## config.mk

```make
export PLATFORM = sky130hd
export DESIGN_NAME = alarm_arbiter
export DESIGN_NICKNAME = d
export VERILOG_FILES = /design/src/rtl/alarm_pkg.sv /design/src/rtl/alarm_arbiter_rr_pick3.sv /design/src/rtl/alarm_arbiter.sv
export SDC_FILE = /design/constraint.sdc
export NUM_CORES = 1
export LEC_CHECK = 0
export ABC_AREA = 1
export BUFFER_PORTS_ARGS = -buffer_cell sky130_fd_sc_hd__buf_2
export CAP_MARGIN = 20
export CORE_MARGIN = 1
export CORE_UTILIZATION = 60
export DETAILED_ROUTE_END_ITERATION = 10
export PLACE_DENSITY_LB_ADDON = 0.3
export SLEW_MARGIN = 0
export SYNTH_ARGS = -nofsm -noshare
export SYNTH_HDL_FRONTEND = slang
export SYNTH_SLANG_ARGS = --single-unit
```

## constraint.sdc

```tcl
create_clock -name CLK -period 3.02 [get_ports CLK]
set_input_delay 0.906 -clock CLK [delete_from_list [all_inputs] [get_ports CLK]]
set_output_delay 0.906 -clock CLK [all_outputs]
set_load 0.1 [all_outputs]
```

## src/rtl/alarm_pkg.sv

```systemverilog
// Shared types and helpers for the alarm annunciator arbiter.
// Channel indices, the no-grant select code and the mod-3 helpers live here.
package alarm_pkg;

  typedef enum logic [1:0] {
    IDLE = 2'd0,
    ANN  = 2'd1,
    GAP  = 2'd2
  } state_e;

  localparam logic [1:0] SRC_H    = 2'd0;
  localparam logic [1:0] SRC_DC   = 2'd1;
  localparam logic [1:0] SRC_C    = 2'd2;
  localparam logic [1:0] SEL_NONE = 2'd3;

  // Next channel in round-robin order; the unused code 3 folds back to H.
  function automatic logic [1:0] inc3(input logic [1:0] idx);
    case (idx)
      SRC_H:   inc3 = SRC_DC;
      SRC_DC:  inc3 = SRC_C;
      default: inc3 = SRC_H;
    endcase
  endfunction

  function automatic logic [2:0] idx2oh(input logic [1:0] idx);
    case (idx)
      SRC_H:   idx2oh = 3'b001;
      SRC_DC:  idx2oh = 3'b010;
      SRC_C:   idx2oh = 3'b100;
      default: idx2oh = 3'b000;
    endcase
  endfunction

endpackage

```

## src/rtl/alarm_arbiter_rr_pick3.sv

```systemverilog
// Combinational round-robin picker over three pending alarm channels.
// Search order is ptr, ptr+1, ptr+2 (mod 3); the first pending channel wins.
module rr_pick3
  import alarm_pkg::*;
(
  input  logic [2:0] pending,
  input  logic [1:0] ptr,
  output logic       valid,
  output logic [1:0] idx,
  output logic [2:0] onehot
);

  logic [1:0] c0;
  logic [1:0] c1;
  logic [1:0] c2;

  // Rotate the search order and select the first pending candidate.
  always_comb begin
    c0     = (ptr == SEL_NONE) ? SRC_H : ptr;
    c1     = inc3(c0);
    c2     = inc3(c1);
    valid  = 1'b0;
    idx    = SEL_NONE;
    onehot = 3'b000;
    if ((pending & idx2oh(c0)) != 3'b000) begin
      valid  = 1'b1;
      idx    = c0;
      onehot = idx2oh(c0);
    end else if ((pending & idx2oh(c1)) != 3'b000) begin
      valid  = 1'b1;
      idx    = c1;
      onehot = idx2oh(c1);
    end else if ((pending & idx2oh(c2)) != 3'b000) begin
      valid  = 1'b1;
      idx    = c2;
      onehot = idx2oh(c2);
    end else begin
      valid  = 1'b0;
    end
  end

endmodule

```

## src/rtl/alarm_arbiter.sv

```systemverilog
// Shares one buzzer and source-select code among the H, DC and C alarms.
// Alarm onsets are latched and announced one at a time in round-robin order.
module alarm_arbiter
  import alarm_pkg::*;
#(
  parameter int MIN_TICKS = 4,
  parameter int MAX_TICKS = 16,
  parameter int GAP_TICKS = 2,
  parameter int CNT_W     = 5
) (
  input  logic       CLK,
  input  logic       reset,
  input  logic       tick,
  input  logic [2:0] req,
  input  logic       ack,
  output logic [2:0] grant,
  output logic [1:0] sel,
  output logic       buzz,
  output logic [2:0] pending
);

  localparam logic [CNT_W-1:0] MIN_C  = CNT_W'(MIN_TICKS);
  localparam logic [CNT_W-1:0] MAX_C  = CNT_W'(MAX_TICKS);
  localparam logic [CNT_W-1:0] GAP_C  = CNT_W'(GAP_TICKS);
  localparam logic [CNT_W-1:0] ZERO_C = CNT_W'(0);
  localparam logic [CNT_W-1:0] ONE_C  = CNT_W'(1);

  state_e           state_q, state_d;
  logic [1:0]       ptr_q, ptr_d;
  logic [CNT_W-1:0] cnt_q, cnt_d;
  logic [2:0]       req_prev_q, req_prev_d;
  logic             ack_prev_q, ack_prev_d;
  logic [2:0]       pending_q, pending_d;
  logic [2:0]       grant_q, grant_d;
  logic [1:0]       sel_q, sel_d;
  logic             buzz_q, buzz_d;

  logic [2:0]       req_rise;
  logic             ack_rise;
  logic [CNT_W-1:0] cnt_inc;
  logic             pick_valid;
  logic [1:0]       pick_idx;
  logic [2:0]       pick_oh;

  rr_pick3 u_pick (
    .pending (pending_q),
    .ptr     (ptr_q),
    .valid   (pick_valid),
    .idx     (pick_idx),
    .onehot  (pick_oh)
  );

  assign req_rise = req & ~req_prev_q;
  assign ack_rise = ack & ~ack_prev_q;
  assign cnt_inc  = (cnt_q >= MAX_C) ? MAX_C : cnt_q + ONE_C;

  // Next-state logic; a fresh rising edge always re-sets its pending bit, even over an ack clear.
  always_comb begin
    state_d    = state_q;
    ptr_d      = ptr_q;
    cnt_d      = cnt_q;
    req_prev_d = req;
    ack_prev_d = ack;
    pending_d  = pending_q | req_rise;
    grant_d    = grant_q;
    sel_d      = sel_q;
    buzz_d     = buzz_q;
    case (state_q)
      IDLE: begin
        grant_d = 3'b000;
        sel_d   = SEL_NONE;
        buzz_d  = 1'b0;
        if (pick_valid) begin
          grant_d = pick_oh;
          sel_d   = pick_idx;
          cnt_d   = ZERO_C;
          state_d = ANN;
        end else begin
          state_d = IDLE;
        end
      end
      ANN: begin
        if (ack_rise && (cnt_q >= MIN_C)) begin
          pending_d = (pending_q & ~grant_q) | req_rise;
          ptr_d     = inc3(sel_q);
          cnt_d     = ZERO_C;
          grant_d   = 3'b000;
          sel_d     = SEL_NONE;
          buzz_d    = 1'b0;
          state_d   = GAP;
        end else if (tick) begin
          if (cnt_inc == MAX_C) begin
            ptr_d   = inc3(sel_q);
            cnt_d   = ZERO_C;
            grant_d = 3'b000;
            sel_d   = SEL_NONE;
            buzz_d  = 1'b0;
            state_d = GAP;
          end else begin
            cnt_d  = cnt_inc;
            buzz_d = ~buzz_q;
          end
        end else begin
          cnt_d = cnt_q;
        end
      end
      GAP: begin
        grant_d = 3'b000;
        sel_d   = SEL_NONE;
        buzz_d  = 1'b0;
        if (tick) begin
          if (cnt_inc >= GAP_C) begin
            cnt_d   = ZERO_C;
            state_d = IDLE;
          end else begin
            cnt_d = cnt_inc;
          end
        end else begin
          cnt_d = cnt_q;
        end
      end
      default: begin
        state_d = IDLE;
        cnt_d   = ZERO_C;
        grant_d = 3'b000;
        sel_d   = SEL_NONE;
        buzz_d  = 1'b0;
      end
    endcase
  end

  // State registers with asynchronous active-low reset.
  always_ff @(posedge CLK or negedge reset) begin
    if (!reset) begin
      state_q    <= IDLE;
      ptr_q      <= SRC_H;
      cnt_q      <= ZERO_C;
      req_prev_q <= 3'b000;
      ack_prev_q <= 1'b0;
      pending_q  <= 3'b000;
      grant_q    <= 3'b000;
      sel_q      <= SEL_NONE;
      buzz_q     <= 1'b0;
    end else begin
      state_q    <= state_d;
      ptr_q      <= ptr_d;
      cnt_q      <= cnt_d;
      req_prev_q <= req_prev_d;
      ack_prev_q <= ack_prev_d;
      pending_q  <= pending_d;
      grant_q    <= grant_d;
      sel_q      <= sel_d;
      buzz_q     <= buzz_d;
    end
  end

  assign grant   = grant_q;
  assign sel     = sel_q;
  assign buzz    = buzz_q;
  assign pending = pending_q;

endmodule

```

==> results.py <==
metrics = {
    "outcome": {
        "outcome": "completed",
    },
    "detailed_routing": {
        "routed_wl_um": 3011,
        "drt-pass1-iter-count": 4,
        "remaining_drc_errors": 0,
        "first_iter_violations": 36,
        "detailroute.via_count": 1288,
        "post_drt_wl_per_cell_um": 12.87,
        "antenna_left": 0,
        "vias_per_cell": 5.504,
    },
    "setup_path": {
        "timing.critical_path.fanout_max": 4,
        "setup.worst_path.class": "reg -> out",
        "timing.critical_path.required_ns": 2.11,
        "worstPathCellList": "buf_2",
        "cp.arrival_ns": 1.31,
        "r2r_start": "ptr_q[0]",
        "timing.critical_path.max_delay_family": "flip-flops",
        "reg2reg_setup_slack_ns": 1.15,
        "crit_path_max_incr_delay_ns": 0.57,
        "rr_worst_depth": 10,
        "crit_path_top_delay_cell": "sky130_fd_sc_hd__dfstp_2",
        "critPathLaunchType": "register",
        "timing.critical_path.buf_inv": 1,
        "reg2reg_to": "cnt_q[0]",
        "end_kind": "output pin",
    },
    "sta": {
        "min_period_ns": 2.216,
        "timing_max_transition_violations_final": 0,
        "setup_slack_ns": 0.8044,
        "finClkSkew_ns": 0.007822,
        "rsz0062_at_grt": "no",
        "report.final.hold_viol_count": 0,
        "worst_pin_slew_ns": 0.4913,
        "report.final.setup_viol": 0,
        "final.setup.tns_ns": 0,
        "max-slew-margin-rel_pct": 67.47,
        "max_freq_ghz": 0.4513,
        "fin_crit_sh_pct": 73.36,
    },
    "synthesis": {
        "synth.distinct_cells": 25,
        "yosys_reg_bits": 22,
        "synthesis.area_per_instance_um2": 7.554,
        "ys.warnings.count": 0,
        "mappedNetlistNets": 204,
        "netlist_area_um2": 1420,
        "synth.yosys.seq_area_share_pct": 38.94,
        "synth_cells": 188,
    },
    "hold_path": {
        "holdCritStartpoint": "req_prev_q[1]",
        "hold-path-cell-count": 1,
        "hold_path_end": "pending[1]",
        "hold_path_class": "reg -> reg",
    },
    "placed_design": {
        "detailedPlacementHpwl_um": 2335,
        "dpl.cell_count": 230,
        "placed_cell_area_um2": 1523,
        "io_buffer_count": 15,
        "dpl_worst_slack_ns": 1.135,
        "finalWeightedCongestion": 0.9027,
    },
    "final_layout": {
        "count_of_non_filler_cells_in_the_finished_layout": 234,
        "area_growth_pct": 9.780,
        "fin_area_um2": 1559,
        "share_of_post_route_cells_with_drive_strength_above_1_pct": 20.87,
        "antenna_cells": 0,
        "fin_util_pct": 70.48,
        "net_total_in_the_final_layout": 223,
        "layout_commonest_cell": "sky130_fd_sc_hd__nand2_1",
        "final_cell_mix": "sky130_fd_sc_hd__nand2_1 (48), sky130_fd_sc_hd__inv_1 (23), sky130_fd_sc_hd__dfrtp_1 (20)",
    },
    "cts": {
        "clk_latency_ns": 0.32,
        "postCtsResizedCells": 0,
        "cts_hold_repair.buffers": 0,
        "path_clk_slew_ns": 0.13,
        "cts_sinks": 22,
        "htree_levels": 1,
        "numCtsBuffers": 3,
        "buffer_type_at_the_clock_tree_root": "sky130_fd_sc_hd__clkbuf_4",
        "setup_fix_buffers_added_after_clock_tree_synthesis": 0,
        "cts_tree": "done",
        "clock_path_buffers": 2,
    },
    "grt": {
        "global_route_wire_length_before_repair_um": 4919,
        "antenna_found_initial": 0,
        "grt.total_usage_pct": 26.23,
        "globalRoute.totalOverflow": 0,
        "grt_start_max_net_pins": 23,
        "first_global_vias": 1168,
    },
    "job": {
        "max_cap_viol_count": 0,
    },
    "power_and_ir_drop": {
        "powerDensity_nw_per_um2": 759.8,
        "cellLeakagePower_nw": 0.8083,
        "ir_worst_vdd_mv": 0.5062,
    },
    "floorplanning": {
        "die-area_um2": 2565,
        "core_um2": 2212,
        "chipWidth_um": 50.65,
        "starting_density_of_the_core_pct": 64.20,
        "fp-row-count": 17,
        "chipHeight_um": 50.65,
        "top_level_ports": 16,
    },
}
-- area by class of cell --
type | instances | area [µm²]
Inverter | 28 | 105.1
Sequential cell | 22 | 553.0
Tap cell | 28 | 35.03
Fill cell | 184 | 653.1
Clock buffer | 4 | 36.28
Multi-Input combinational cell | 137 | 754.5
Timing Repair Buffer | 15 | 75.07
-- registers in the layout, indices dropped and copies added, names as in the netlist --
name        count
sel             2
state_q         2
buzz            1
req_prev_q      3
pending         3
cnt_q           5
grant           3
ptr_q           2
ack_prev_q      1
-- stage by stage --
| stage | hold slack [ns] | total power (W) |
|---|---|---|
| 5_1_grt | 0.4513 | 0.001251 |
| 3_3_place_gp | 0.4036 | 0.0009979 |
| 6_report | 0.4265 | 0.001185 |
| 2_1_floorplan | 0.3996 | 0.0009125 |
| 3_5_place_dp | 0.4163 | 0.001014 |
| 4_1_cts | 0.4328 | 0.001175 |
-- metal layers --
metal | global-route usage [%] | vias up | wire length (µm)
li1 | - | 640 | -
met1 | 32.35 | 586 | 1305
met2 | 44.89 | 51 | 1472
met3 | 3.939 | 11 | 164
met4 | 12.04 | 0 | 68
met5 | 0 | - | 0
-- worst max-delay path by stage --
| stage | start | to | slack, ns | cells after the start |
|---|---|---|---|---|
| floorplan | pending[1] | pending[1] | 1.17 | 0 |
| global placement | ack | grant[2] | 1.16 | 9 |
| detailed placement | ack | state_q[0] | 1.14 | 12 |
| CTS | sel[0] | sel[0] | 0.81 | 1 |
| global route | sel[0] | sel[0] | 0.77 | 1 |
| finish | sel[0] | sel[0] | 0.80 | 1 |
-- cell usage after synthesis --
cell type | n | area share (%)
sky130_fd_sc_hd__nand2_4 | 3 | 2.4
sky130_fd_sc_hd__nor3b_1 | 1 | 0.53
sky130_fd_sc_hd__o21ai_2 | 2 | 1.2
sky130_fd_sc_hd__inv_2 | 5 | 1.3
sky130_fd_sc_hd__nand4_2 | 1 | 0.88
sky130_fd_sc_hd__o21a_1 | 1 | 0.53
sky130_fd_sc_hd__nand3_4 | 1 | 1.2
sky130_fd_sc_hd__buf_4 | 1 | 0.53
sky130_fd_sc_hd__nand3_2 | 2 | 1.4
sky130_fd_sc_hd__inv_1 | 23 | 6.1
sky130_fd_sc_hd__nor3_1 | 1 | 0.35
sky130_fd_sc_hd__o21ai_0 | 12 | 4.2
sky130_fd_sc_hd__ha_1 | 9 | 7.9
sky130_fd_sc_hd__o21ai_1 | 5 | 1.8
sky130_fd_sc_hd__nand2_1 | 48 | 13
sky130_fd_sc_hd__nand2_2 | 5 | 2.2
sky130_fd_sc_hd__a21oi_2 | 1 | 0.62
sky130_fd_sc_hd__nand3_1 | 19 | 6.7
sky130_fd_sc_hd__dfrtp_1 | 20 | 35
sky130_fd_sc_hd__nor2_2 | 2 | 0.88
sky130_fd_sc_hd__dfstp_2 | 2 | 3.7
sky130_fd_sc_hd__a21oi_1 | 4 | 1.4
sky130_fd_sc_hd__nand4_1 | 4 | 1.8
sky130_fd_sc_hd__nor2_1 | 15 | 4.0
sky130_fd_sc_hd__a31oi_1 | 1 | 0.44
-- cells by family (layout without fill, tap and decap cells) --
group           count (synthesis)  in the layout  share of synthesized area [%]
fa+ha+maj                       9              9                          7.930
simple gates                  102            102                          34.98
compound gates                 26             26                          10.22
flops                          22             22                          38.94
buf+inv                        29             47                          7.930
-- where the power goes --
| group | total (W) | switching [W] | leakage (nW) | internal, W |
|---|---|---|---|---|
| Clock | 0.000169 | 0.0000949 | 0.0210 | 0.0000738 |
| Sequential | 0.000393 | 0.0000392 | 0.270 | 0.000354 |
| Combinational | 0.000623 | 0.000464 | 0.518 | 0.000159 |
Power figures use the tool's default switching activity.
